==> src/rtl/icc_branch_unit.sv <==
`default_nettype none
// ============================================================================
// Module   : icc_branch_unit
// Brief    : Integer condition-code register with Bicc evaluation, flag
//            forwarding and delay-slot annul control.
// Revision : 1.0  initial release
// ============================================================================
module icc_branch_unit (
    input  logic       clk,
    input  logic       reset,
    input  logic [5:0] alu_op,
    input  logic       alu_n,
    input  logic       alu_z,
    input  logic       alu_c,
    input  logic       alu_v,
    input  logic       cc_en,
    input  logic       stall,
    input  logic       br_valid,
    input  logic [3:0] br_cond,
    input  logic       br_annul,
    output logic [3:0] icc,
    output logic       ci,
    output logic       taken,
    output logic       squash
);

    localparam logic [1:0] S_IDLE  = 2'd0;
    localparam logic [1:0] S_DELAY = 2'd1;
    localparam logic [1:0] S_ANNUL = 2'd2;

    localparam logic [3:0] C_COND_ALWAYS = 4'b1000;

    logic [1:0] r_state;
    logic [3:0] r_icc;
    logic       r_taken;

    logic       w_flag_wr;
    logic       w_accept;
    logic [3:0] w_eff;
    logic       w_n, w_z, w_v, w_c;
    logic       w_result;

    // Only the cc-setting opcode group writes flags; an annulled slot never does.
    assign w_flag_wr = cc_en && (alu_op[5:4] == 2'b01) && !stall && (r_state != S_ANNUL);
    assign w_accept  = br_valid && !stall && (r_state != S_ANNUL);

    // Forward this cycle's ALU flags so a branch right after a cc-op sees them.
    assign w_eff = w_flag_wr ? {alu_n, alu_z, alu_v, alu_c} : r_icc;
    assign w_n   = w_eff[3];
    assign w_z   = w_eff[2];
    assign w_v   = w_eff[1];
    assign w_c   = w_eff[0];

    always_comb begin
        w_result = 1'b0;
        case (br_cond[2:0])
            3'b000:  w_result = 1'b0;
            3'b001:  w_result = w_z;
            3'b010:  w_result = w_z | (w_n ^ w_v);
            3'b011:  w_result = w_n ^ w_v;
            3'b100:  w_result = w_c | w_z;
            3'b101:  w_result = w_c;
            3'b110:  w_result = w_n;
            3'b111:  w_result = w_v;
            default: w_result = 1'b0;
        endcase
        if (br_cond[3]) begin
            w_result = ~w_result;
        end
    end

    always_ff @(posedge clk) begin
        if (reset) begin
            r_icc   <= 4'b0000;
            r_state <= S_IDLE;
            r_taken <= 1'b0;
        end else if (!stall) begin
            if (w_flag_wr) begin
                r_icc <= {alu_n, alu_z, alu_v, alu_c};
            end
            if (w_accept) begin
                r_taken <= w_result;
                if (br_annul && ((br_cond == C_COND_ALWAYS) || !w_result)) begin
                    r_state <= S_ANNUL;
                end else begin
                    r_state <= S_DELAY;
                end
            end else begin
                r_taken <= 1'b0;
                r_state <= S_IDLE;
            end
        end
    end

    assign icc    = r_icc;
    assign ci     = r_icc[0];
    assign taken  = r_taken;
    assign squash = (r_state == S_ANNUL);

endmodule
`default_nettype wire

==> config.mk <==
export PLATFORM = sky130hd
export DESIGN_NAME = icc_branch_unit
export DESIGN_NICKNAME = d
export VERILOG_FILES = /design/src/rtl/icc_branch_unit.sv
export SDC_FILE = /design/constraint.sdc
export NUM_CORES = 1
export LEC_CHECK = 0
export BUFFER_PORTS_ARGS = -buffer_cell sky130_fd_sc_hd__buf_4
export CAP_MARGIN = 20
export CORE_MARGIN = 2
export CORE_UTILIZATION = 40
export CTS_BUF_LIST = sky130_fd_sc_hd__clkbuf_4 sky130_fd_sc_hd__clkbuf_8
export DETAILED_ROUTE_END_ITERATION = 6
export MAX_ROUTING_LAYER = met4
export PLACE_DENSITY = 0.72
export SLEW_MARGIN = 40
export SYNTH_ARGS = -nofsm -noshare
export SYNTH_HDL_FRONTEND = slang
export SYNTH_SLANG_ARGS = --single-unit
==> constraint.sdc <==
create_clock -name clk -period 3.5 [get_ports clk]
set_clock_uncertainty 0.2 [all_clocks]
set_input_delay 1.05 -clock clk [delete_from_list [all_inputs] [get_ports clk]]
set_output_delay 1.05 -clock clk [all_outputs]
set_load 0.02 [all_outputs]
**Yosys cells after proc, flatten, opt, wreduce, memory -nomap -nowiden**

Index checks and enable logic that the tools add are counted.

- Reductions and logical operators: 10
- Bitwise logic cells: 4
- Equality and inequality tests: 11
- Mux-type cells: 6

Operators with widths:

| kind | number |
|---|---|
| 3-bit equality test, second input constant | 4 |
| 1-bit one-hot mux with 8 select lines | 1 |
| 3-bit by 2-bit equality test with 1-bit output, second input constant | 2 |
| 1-bit logical AND | 6 |
| 4-bit equality test, second input constant | 1 |
| 2-bit two-way mux | 2 |
| 4-bit two-way mux | 1 |
| 3-bit by 1-bit equality test with 1-bit output, second input constant | 1 |
| 3-bit logical NOT | 1 |
| 2-bit by 1-bit equality test with 1-bit output, second input constant | 1 |
| 2-bit equality test, second input constant | 1 |
| 1-bit logical NOT | 2 |
| 1-bit two-way mux | 2 |
| 2-bit inequality test, second input constant | 1 |
| 1-bit bitwise OR | 2 |
| 1-bit logical OR | 1 |
| 1-bit inverter | 1 |
| 1-bit XOR | 1 |

- Register bits after elaboration: 7
- Input port bits: 20
- Output and inout bits: 7
- Logic and storage cells: 34

**Logic depth before layout (Yosys ltp)**

- Depth in word-level cells: 15
- Gate-level depth with buffers: 6
- Mapped depth without buffers: 5

**Least setup slack after synthesis**

Ideal clock, no wire load.

- Path kind: input -> register
- Start point: input stall
- End point: register r_state[1]
- Arrival: 2.309 ns
- Path slack: 0.855 ns
- Buffers on the path: 0
- Stages: 4
- Library setup time: 0.136 ns
- Path through: nor4_4 -> mux2_4 -> o311ai_1 -> o211ai_1

- Cells in the longest elaborated chain, start to end: 14

RTL lines:

| item | line | RTL |
|---|---|---|
| from (decl) | 17 | `input logic stall,` |
| 1-bit logical NOT | -- |  |
| 1-bit logical AND (2 in series) | 44 | `assign w_flag_wr = cc_en && (alu_op[5:4] == 2'b01) && !stall && (r_state != S_ANNUL);` |
| 4-bit two-way mux | -- |  |
| 1-bit XOR | 59, 60 |  |
| 1-bit bitwise OR | 59 | `3'b010: w_result = w_z \| (w_n ^ w_v);` |
| 1-bit one-hot mux with 8 select lines | 56 | `case (br_cond[2:0])` |
| 1-bit inverter | 68 | `w_result = ~w_result;` |
| 1-bit two-way mux | 67 | `if (br_cond[3]) begin` |
| 1-bit logical NOT | 83 | `if (br_annul && ((br_cond == C_COND_ALWAYS) \|\| !w_result)) begin` |
| 1-bit logical OR | 83 |  |
| 1-bit logical AND | 83 |  |
| 2-bit two-way mux | 83 |  |
| 2-bit two-way mux | 81 | `if (w_accept) begin` |
| to (signal assigned) | 84 | `r_state <= S_ANNUL;` |
| to (signal assigned) | 86 | `r_state <= S_DELAY;` |
| to (signal assigned) | 90 | `r_state <= S_IDLE;` |
| to (decl) | 33 | `logic [1:0] r_state;` |

Several ways; a longest one is shown, not always the timed one.
A chain may end at the register's enable or synchronous reset.

**Final worst setup path**

- Start point: input stall
- End point: register r_taken, in the netlist taken

- Cells in the longest elaborated chain, start to end: 10

RTL lines:

| item | line | RTL |
|---|---|---|
| 1-bit logical NOT | -- |  |
| 1-bit logical AND (2 in series) | 44 |  |
| 4-bit two-way mux | -- |  |
| 1-bit XOR | 59, 60 |  |
| 1-bit bitwise OR | 59 |  |
| 1-bit one-hot mux with 8 select lines | 56 |  |
| 1-bit inverter | 68 |  |
| 1-bit two-way mux | 67 |  |
| 1-bit two-way mux | 81 |  |
| to (signal assigned) | 82 | `r_taken <= w_result;` |
| to (decl) | 35 | `logic r_taken;` |

Several ways; a longest one is shown, not always the timed one.

==> flow_summary.ini <==
[run_status]
outcome = completed

[timing]
period_share_pct = 71.8
fmax_ghz = 0.398
whs_ps = 280
max-slew-margin-rel_pct = 52.5
setup_viol = 0
grt_setup_unrepaired = false
min_period_ps = 2510
hold_viol = 0
drv_slew = 0
finalSetupTns_ps = 0
tightest_slew_ps = 702

[placement]
place_hpwl_um = 1040
globalplace.congestion = 0.799
placed_cell_area_sq_um = 713
portBuffers = 22
placed_cells = 95

[cells_and_area]
area.growth.synth_to_final_pct = 39.1
finalNetCount = 105
instances_no_fill = 99
final_cell_mix = buf_4, nor2_1, dfxtp_1
num_antenna_cells = 0
final_common_cell = buf_4
utilization_pct = 58.6
finalInstanceArea_sq_um = 743
drive_gt1_share_pct = 39.3

[drt]
vias_per_cell = 5.64
wire_per_inst_um = 13.0
dr.pass1.iters = 4
routed_wl_um = 1290
postRouteAntennaNets = 0
drtIter0Drc = 12
route.detailed.drc = 0
num_vias = 558

[yosys]
synth_seq_cells = 7
synth_ff_type = dfxtp_1
syn-cell-area_sq_um = 534
synth_edf_count = 0
synth_cell_type_count = 29
ys_seq_area_share_pct = 26.2
syn_avg_cell_area_sq_um = 9.06
netlist_instances = 59
ys_async_sr_fraction_pct = 0
synth_nets = 79
yosysWarnings = 0

[cts]
clock_latency_ps = 260
clock_path_buffers = 2
ctsResizeCount = 0
clock-root-buffer = clkbuf_4
cts_max_level = 1
numCtsBuffers = 3
clkSinkCount = 7
postCtsSetupRepairBufs = 0
cts_hold_buf = 0
clk_pin_slew_ps = 50
cts_tree = yes

[setup_path]
cp.depth = 5
cp_slowest_cell = nor4_4
endpoint_kind = flip-flop
worstRegToRegCells = 5
startpoint_type = input port
crit_fanout = 7
critical_path_class = in2reg
max_stage_delay_ps = 510
crit_family = simple AND/OR/NAND/NOR gates
crit_arrival_ps = 2450
worstPathRequired_ps = 3430
crit_chain = buf_4, nor4_4, mux2_4, o311ai_4, nand3_1
critPathBufInv = 1

[floorplanning]
chipHeight_um = 40.5
ios = 27
num_rows = 13
die_area_sq_um = 1640
start_util_pct = 42.1
core_sq_um = 1270
fp.dieW_um = 40.5

[worst_hold_path]
hold_class = reg2reg
holdPathStages = 2

[power]
irDropWorstVdd_v = 0.000229
leakagePower_nw = 0.299
p_per_area_nw_per_um2 = 301

[global_routing]
grt_max_degree = 10
antenna_found_initial = 0
grt_pass1_wl_um = 2070
grt_overflow = 0
grt_usage_pct = 20.0
grt_pass1_vias = 506

[job]
drv_cap = 0
==> cells by family after synthesis <==
family,after synthesis,synth area share (%)
AND/OR/NAND/NOR,27,32.8
XOR/XNOR,1,1.64
AO/OA/AOI/OAI,13,22.7
multiplexers,6,12.2
buffers and inverters,5,4.45
flip-flops,7,26.2
==> path summary, 6_finish.rpt <==
check	startpoint	endpoint	slack, ps
max	stall	taken$_SDFFE_PP0N_	990
min	taken$_SDFFE_PP0N_	taken$_SDFFE_PP0N_	280
max reg2reg	r_state[1]$_SDFFE_PP0N_	taken$_SDFFE_PP0N_	1510
min reg2reg	taken$_SDFFE_PP0N_	taken$_SDFFE_PP0N_	280
==> worst register-to-register path: stages (launching register included) <==
cell and delay (ps):
dfxtp_1 320, nor2b_4 140, nor4_4 450, mux2_4 370
o311ai_4 290, nand3_1 100
==> layout make-up <==
| type | instances | area [sq um] |
|---|---|---|
| Inverter | 3 | 11.3 |
| Multi-Input combinational cell | 47 | 370 |
| Fill cell | 121 | 526 |
| Timing Repair Buffer | 23 | 173 |
| Tap cell | 15 | 18.8 |
| Clock buffer | 4 | 30.0 |
| Sequential cell | 7 | 140 |
==> cell usage after synthesis, types with 2 or more instances <==
| library cell | number | area share, % |
|---|---|---|
| nand2_1 | 4 | 2.8 |
| dfxtp_1 | 7 | 26 |
| inv_1 | 3 | 2.1 |
| o211ai_1 | 3 | 4.2 |
| a32oi_1 | 2 | 3.3 |
| nor2b_1 | 2 | 2.3 |
| nand2b_1 | 3 | 3.5 |
| a221oi_1 | 2 | 3.3 |
| nand3_1 | 2 | 1.9 |
| nand4_1 | 2 | 2.3 |
| mux2i_1 | 5 | 9.4 |
| nor2_1 | 7 | 4.9 |
==> registers in the layout (all words and copies together), names as in the netlist <==
name and flops:
icc 4, r_state 2, taken 1
==> layer usage <==
metal | global-route usage [%] | vias up | part of all wire (%)
li1 | - | 279 | -
met3 | 5.00 | 2 | 8.2
met5 | - | - | 0
met4 | 7.50 | 0 | 1.3
met1 | 21.9 | 254 | 41
met2 | 34.5 | 23 | 50
==> through the flow <==
stage          worst slack (ps)  total power, mW
3_5_place_dp                706            0.141
6_report                    985            0.224
4_1_cts                     975            0.225
3_3_place_gp                736            0.140
5_1_grt                     939            0.235
2_1_floorplan               855            0.115
==> power breakdown <==
group	total, mW	leakage (nW)	switching, mW	internal (mW)
combinational	0.0540	0.223	0.0267	0.0274
clock	0.0844	0.0184	0.0329	0.0514
sequential	0.0855	0.0570	0.00260	0.0829
total	0.224	0.299	0.0622	0.162
Note: power is estimated with default switching activity, not from simulation.
